[config.mk]
export PLATFORM = sky130hd
export DESIGN_NAME = oflow_history_line_feeder
export DESIGN_NICKNAME = d
export VERILOG_FILES = /design/src/rtl/oflow_history_line_feeder.sv
export SDC_FILE = /design/constraint.sdc
export NUM_CORES = 2
export LEC_CHECK = 0
export BUFFER_PORTS_ARGS = -buffer_cell sky130_fd_sc_hd__buf_2
export CAP_MARGIN = 20
export CORE_MARGIN = 1
export CORE_UTILIZATION = 54
export CTS_BUF_LIST = sky130_fd_sc_hd__clkbuf_2
export CTS_CLUSTER_SIZE = 24
export DETAILED_ROUTE_END_ITERATION = 6
export HOLD_SLACK_MARGIN = 0.15
export PLACE_DENSITY_LB_ADDON = 0.2
export REMOVE_ABC_BUFFERS = 1
export SYNTH_ARGS = -nofsm -noshare
export SYNTH_HDL_FRONTEND = slang
export SYNTH_SLANG_ARGS = --single-unit
export TNS_END_PERCENT = 100
[constraint.sdc]
create_clock -name clk -period 2.3 [get_ports clk]
set_input_delay 0.69 -clock clk [delete_from_list [all_inputs] [get_ports clk]]
set_output_delay 0.69 -clock clk [all_outputs]
set_load 0.01 [all_outputs]
[src/rtl/oflow_history_line_feeder.sv]
// History line feeder: requests lines from the MEM buffer wrapper, assembles bbox pairs
// into one of two ping-pong slots and presents completed lines with valid/ready.
module oflow_history_line_feeder #(
  parameter int DATA_WIDTH = 64,
  parameter int LINE_PAIRS = 4,
  parameter int HIST_W     = 3
) (
  input  logic                               clk,
  input  logic                               reset_N,
  input  logic                               start,
  input  logic [HIST_W-1:0]                  num_of_history_frames,
  input  logic                               mem_valid,
  input  logic [DATA_WIDTH-1:0]              mem_data_0,
  input  logic [DATA_WIDTH-1:0]              mem_data_1,
  output logic                               read_new_line,
  input  logic                               line_ready,
  output logic                               line_valid,
  output logic [2*LINE_PAIRS*DATA_WIDTH-1:0] line_data,
  output logic [HIST_W-1:0]                  line_hist_idx,
  output logic                               line_last,
  output logic                               busy,
  output logic                               done,
  output logic                               overflow_err
);

  localparam int LINE_W = 2 * LINE_PAIRS * DATA_WIDTH;
  localparam int PAIR_W = 2 * DATA_WIDTH;
  localparam int PC_W   = (LINE_PAIRS > 1) ? $clog2(LINE_PAIRS) : 1;
  localparam int CNT_W  = HIST_W + 1;

  typedef enum logic [2:0] {
    S_IDLE      = 3'd0,
    S_REQ       = 3'd1,
    S_FILL      = 3'd2,
    S_WAIT_SLOT = 3'd3,
    S_DRAIN     = 3'd4
  } state_t;

  state_t             state_q, state_d;
  logic [CNT_W-1:0]   n_q, n_d;
  logic [CNT_W-1:0]   req_cnt_q, req_cnt_d;
  logic [CNT_W-1:0]   acc_cnt_q, acc_cnt_d;
  logic [PC_W-1:0]    pair_cnt_q, pair_cnt_d;
  logic               ws_q, ws_d;
  logic               rs_q, rs_d;
  logic [1:0]         full_q, full_d;
  logic [1:0]         last_q, last_d;
  logic [HIST_W-1:0]  hist_q [2];
  logic [HIST_W-1:0]  hist_d [2];
  logic [LINE_W-1:0]  slot_q [2];
  logic [LINE_W-1:0]  slot_d [2];
  logic               ovf_q, ovf_d;

  logic               accept_s;
  logic               start_ok_s;
  logic               final_s;
  logic               nxt_free_s;
  logic               ws_n_s;

  // Next-state logic for the write FSM, slot bookkeeping and the read side
  always_comb begin
    state_d    = state_q;
    n_d        = n_q;
    req_cnt_d  = req_cnt_q;
    acc_cnt_d  = acc_cnt_q;
    pair_cnt_d = pair_cnt_q;
    ws_d       = ws_q;
    rs_d       = rs_q;
    full_d     = full_q;
    last_d     = last_q;
    hist_d     = hist_q;
    slot_d     = slot_q;

    ws_n_s     = ~ws_q;
    accept_s   = full_q[rs_q] & line_ready;
    start_ok_s = (state_q == S_IDLE) & start;
    final_s    = (state_q == S_FILL) & mem_valid & (pair_cnt_q == PC_W'(LINE_PAIRS - 1));
    // A slot released this cycle already counts as free for the FILL exit decision
    nxt_free_s = ~full_q[ws_n_s] | (accept_s & (rs_q == ws_n_s));
    ovf_d      = (start_ok_s ? 1'b0 : ovf_q) | (mem_valid & (state_q != S_FILL));

    if (accept_s) begin
      full_d[rs_q] = 1'b0;
      rs_d         = ~rs_q;
      acc_cnt_d    = acc_cnt_q + CNT_W'(1);
    end else begin
      rs_d = rs_q;
    end

    case (state_q)
      S_IDLE: begin
        if (start) begin
          n_d       = {1'b0, num_of_history_frames};
          req_cnt_d = CNT_W'(0);
          acc_cnt_d = CNT_W'(0);
          state_d   = (num_of_history_frames == HIST_W'(0)) ? S_DRAIN : S_REQ;
        end else begin
          state_d = S_IDLE;
        end
      end
      S_REQ: begin
        pair_cnt_d = PC_W'(0);
        state_d    = S_FILL;
      end
      S_FILL: begin
        if (mem_valid) begin
          slot_d[ws_q][pair_cnt_q*PAIR_W +: PAIR_W] = {mem_data_1, mem_data_0};
          if (final_s) begin
            pair_cnt_d     = PC_W'(0);
            full_d[ws_q]   = 1'b1;
            hist_d[ws_q]   = req_cnt_q[HIST_W-1:0];
            last_d[ws_q]   = (req_cnt_q == (n_q - CNT_W'(1)));
            req_cnt_d      = req_cnt_q + CNT_W'(1);
            ws_d           = ws_n_s;
            if ((req_cnt_q + CNT_W'(1)) == n_q) begin
              state_d = S_DRAIN;
            end else if (nxt_free_s) begin
              state_d = S_REQ;
            end else begin
              state_d = S_WAIT_SLOT;
            end
          end else begin
            pair_cnt_d = pair_cnt_q + PC_W'(1);
          end
        end else begin
          state_d = S_FILL;
        end
      end
      S_WAIT_SLOT: begin
        if (!full_q[ws_q]) begin
          state_d = S_REQ;
        end else begin
          state_d = S_WAIT_SLOT;
        end
      end
      S_DRAIN: begin
        if ((full_q == 2'b00) && (acc_cnt_q == n_q)) begin
          state_d = S_IDLE;
        end else begin
          state_d = S_DRAIN;
        end
      end
      default: begin
        state_d = S_IDLE;
      end
    endcase
  end

  // State and datapath registers with synchronous active-high reset
  always_ff @(posedge clk) begin
    if (reset_N) begin
      state_q    <= S_IDLE;
      n_q        <= CNT_W'(0);
      req_cnt_q  <= CNT_W'(0);
      acc_cnt_q  <= CNT_W'(0);
      pair_cnt_q <= PC_W'(0);
      ws_q       <= 1'b0;
      rs_q       <= 1'b0;
      full_q     <= 2'b00;
      last_q     <= 2'b00;
      hist_q[0]  <= HIST_W'(0);
      hist_q[1]  <= HIST_W'(0);
      slot_q[0]  <= LINE_W'(0);
      slot_q[1]  <= LINE_W'(0);
      ovf_q      <= 1'b0;
    end else begin
      state_q    <= state_d;
      n_q        <= n_d;
      req_cnt_q  <= req_cnt_d;
      acc_cnt_q  <= acc_cnt_d;
      pair_cnt_q <= pair_cnt_d;
      ws_q       <= ws_d;
      rs_q       <= rs_d;
      full_q     <= full_d;
      last_q     <= last_d;
      hist_q     <= hist_d;
      slot_q     <= slot_d;
      ovf_q      <= ovf_d;
    end
  end

  assign read_new_line = (state_q == S_REQ);
  assign busy          = (state_q != S_IDLE);
  assign done          = (state_q == S_DRAIN) & (full_q == 2'b00) & (acc_cnt_q == n_q);
  assign line_valid    = full_q[rs_q];
  assign line_data     = slot_q[rs_q];
  assign line_hist_idx = hist_q[rs_q];
  assign line_last     = last_q[rs_q];
  assign overflow_err  = ovf_q;

endmodule

==> summary.txt <==
Global route
  • Gr usage total: 0.347
  • Vias in the first global route: 41700
  • Largest net degree at the start of global routing: ~100
  • GRT overflow: 0
  • First-pass GRT wire length: 235000 um
  • Initial antenna violation count: 3

Drt
  • 1st-iter DRT viols: 4617
  • Total number of vias: 45100
  • WL per Instance: 21.1 um
  • Avg Vias per Cell: 5.98
  • Final wirelength: 160000 um
  • Post-DRT Antenna Nets: 0
  • # DRC: 4
  • First-pass DRT Iterations: 7

Final layout
  • Commonest non-fill, non-tap cell in the layout: nand2_1
  • Storage cell area: approximately 21000 um^2
  • Fillcell total: 6300
  • Fin nets: 6446
  • Most frequent cells in the layout: nand2_1 (1054), dfxtp_1 (1052), a21oi_1 (1047)
  • Area Growth Syn to Fin: 29.1%
  • Layout cells sized above 1: 0.296
  • Footprint of the multi-input gates: 21800 um^2
  • Design Area, Final: 58000 um^2
  • Core Util, Final: 0.705

Clock tree
  • Clk root buf: clkbuf_2
  • Reg clk slew, reported paths: 0.10 ns
  • CTS tree: done
  • CTS Sinks: 1053
  • CTS buffer count: 288
  • CTS Buffer Depth: 4
  • H-tree depth: 5
  • Skew-Pair Late Insertion Delay: 1.56 ns

Place
  • GP Congestion: 0.835
  • Post-DP HPWL: roughly 95000 um
  • IO Port Bufs: approximately 660
  • Post-DP Area: 49900 um^2

STA
  • Fin worst setup slack: -1.35 ns
  • Crit share post-route: 1.59
  • Actual slew at the worst max-slew pin: 1.05 ns
  • Setup violators final: ~520
  • Max-slew violations: 0
  • Clock Skew: 0.105 ns
  • Final Hold Vio Count: 0
  • RSZ-0062 raised after global routing: true
  • Max Fclk: 0.274 GHz
  • Slew HR: 0.303
  • Final min period: roughly 3.7 ns

Outcome
  • Failing checks: DRC, setup timing
  • Outcome: complete, but fails checks

Synth
  • Synthesized instance count: 5458
  • Cell variety after synth: 46
  • Cell Area, Synth: 44900 um^2
  • Seq cells post-synth: roughly 1100
  • Syn_area_per_cell: 8.23 um^2
  • Register area share after synthesis: 0.469
  • Synth warnings: 0

Die
  • Die width: 290 um
  • Io pins: 657
  • Core area: 82200 um^2
  • Row cnt: approximately 110
  • Die area: 84400 um^2
  • Die height: 290 um
  • Initial Util: 0.546

Run
  • Max Cap Violations: 0

Power and ir drop
  • Pwr/cell area: 578 nW/um^2
  • Leakage power total: 0.0222 uW
  • Maximum VDD drop: 0.369 mV

Setup path
  • Worst reg2reg path depth: 6
  • Worst-path maximum fanout: 17
  • WS Path Type: register to output pin
  • Worst EP required: 1.61 ns
  • Critical path arrival: between 2 and 3 ns
  • Startpoint type of the worst setup path: register
  • CP endpoint kind: output pin

Min path
  • Worst hold-check path type: primary input to register
  • WHS Path Cells: 6
==> worst max-delay path: stages (launching register included) <==
cell	delay, ns
dfxtp_4	0.41
buf_12	0.14
buf_16	0.17
clkbuf_16	0.23
mux2_2	0.35
buf_2	0.15
==> stage by stage <==
stage                     instances  setup WS, ns  setup TNS [ns]  total power (uW)  hold slack, ns
after global placement         6757        0.0596               0             20700           0.438
after global routing           7548         -1.48         -733.00             34800           0.234
final                          7548         -1.35         -663.93             33500           0.308
after detailed placement       6757        0.0239               0             20800           0.443
after CTS                      7500         -1.50         -730.21             33500           0.152
after floorplan                4805        -11.74               -             19400           0.427
==> final timing paths <==
| kind | end | startpoint | slack (ns) |
|---|---|---|---|
| setup reg to reg | slot_q[47] | pair_cnt_q[0] | 0.01 |
| hold reg to reg | slot_q[526] | slot_q[526] | 0.46 |
| setup / recovery | line_data[244] | rs_q | -1.35 |
| hold / removal | state_q[2] | start | 0.31 |
==> registers in the layout, summed over array words and instances, names as in the netlist <==
register / cells
rs_q: 1
n_q: 3
state_q: 3
last_q: 2
full_q: 2
slot_q: 1024
ws_q: 1
req_cnt_q: 4
acc_cnt_q: 4
pair_cnt_q: 2
overflow_err: 1
hist_q: 6
==> per-layer routing <==
metal  track usage  routed length (um)
met5             0                   0
met4         0.203                8710
met3        0.0638               14200
met2         0.546               74400
met1         0.445               62300
==> layout make-up <==
type / instances / area share
antenna: 9 / 0.000388
inverter: 7 / 0.000453
clock buffer: 431 / 0.0372
tap: 1070 / 0.0231
timing repair buffer: 1207 / 0.197
clock inverter: 26 / 0.00263
sequential: 1053 / 0.364
multi-input combinational: 3745 / 0.376
==> cells in the mapped netlist, drive strengths merged <==
library cell / instances / area (um^2)
or4b: 1 / 10.0
or3: 3 / 18.8
clkbuf: 409 / 1540
inv: 7 / 26.3
a21oi: 1047 / 5240
a31oi: 5 / 31.3
o22ai: 1 / 6.26
nand3b: 6 / 45.0
nand2b: 2 / 12.5
o21ai: 3 / 15.0
o21a: 1 / 7.51
mux2i: 1 / 10.0
o2111ai: 1 / 8.76
dfxtp: 1053 / 21100
a21bo: 1 / 10.0
nor4b: 2 / 17.5
o41ai: 2 / 25.0
nand2: 1054 / 3960
nand4bb: 1 / 11.3
ha: 8 / 100
xor2: 6 / 52.6
xnor2: 4 / 35.0
or2: 1 / 6.26
nor2: 11 / 41.3
and4bb: 1 / 12.5
nor3: 9 / 55.1
buf: 244 / 1370
nand4: 2 / 12.5
nor3b: 7 / 67.6
xnor3: 1 / 22.5
nand3: 1036 / 5190
nor2b: 1 / 6.26
and3: 5 / 31.3
and4: 1 / 8.76
a211oi: 2 / 15.0
mux2: 517 / 5820
a311oi: 2 / 17.5
==> kinds of logic after synthesis <==
family	after synthesis	synth area share
xor gates and xnor gates	11	0.00245
DFF	1053	0.469
AOI/OAI and AO/OA	1065	0.120
muxes	518	0.130
buffers and inverters	660	0.0653
and+or+nand+nor	2143	0.211
adders and majority gates	8	0.00223
==> what timing repair did <==
action	CTS	global route
endpoints found under the hold margin	1053	0
pin swaps	0	0
setup buffers	8	13
resized for setup	74	371
setup endpoints to repair	521	529
hold buffers	275	0
cloned	3	28
==> power by group <==
group | switching (uW) | total (uW) | leakage, uW | internal, uW
Sequential | 63.6 | 18400 | 0.00848 | 18300
Clock | 7610 | 12700 | 0.00188 | 5080
Combinational | 1520 | 2470 | 0.0119 | 953
(Power assumes the default switching activity.)
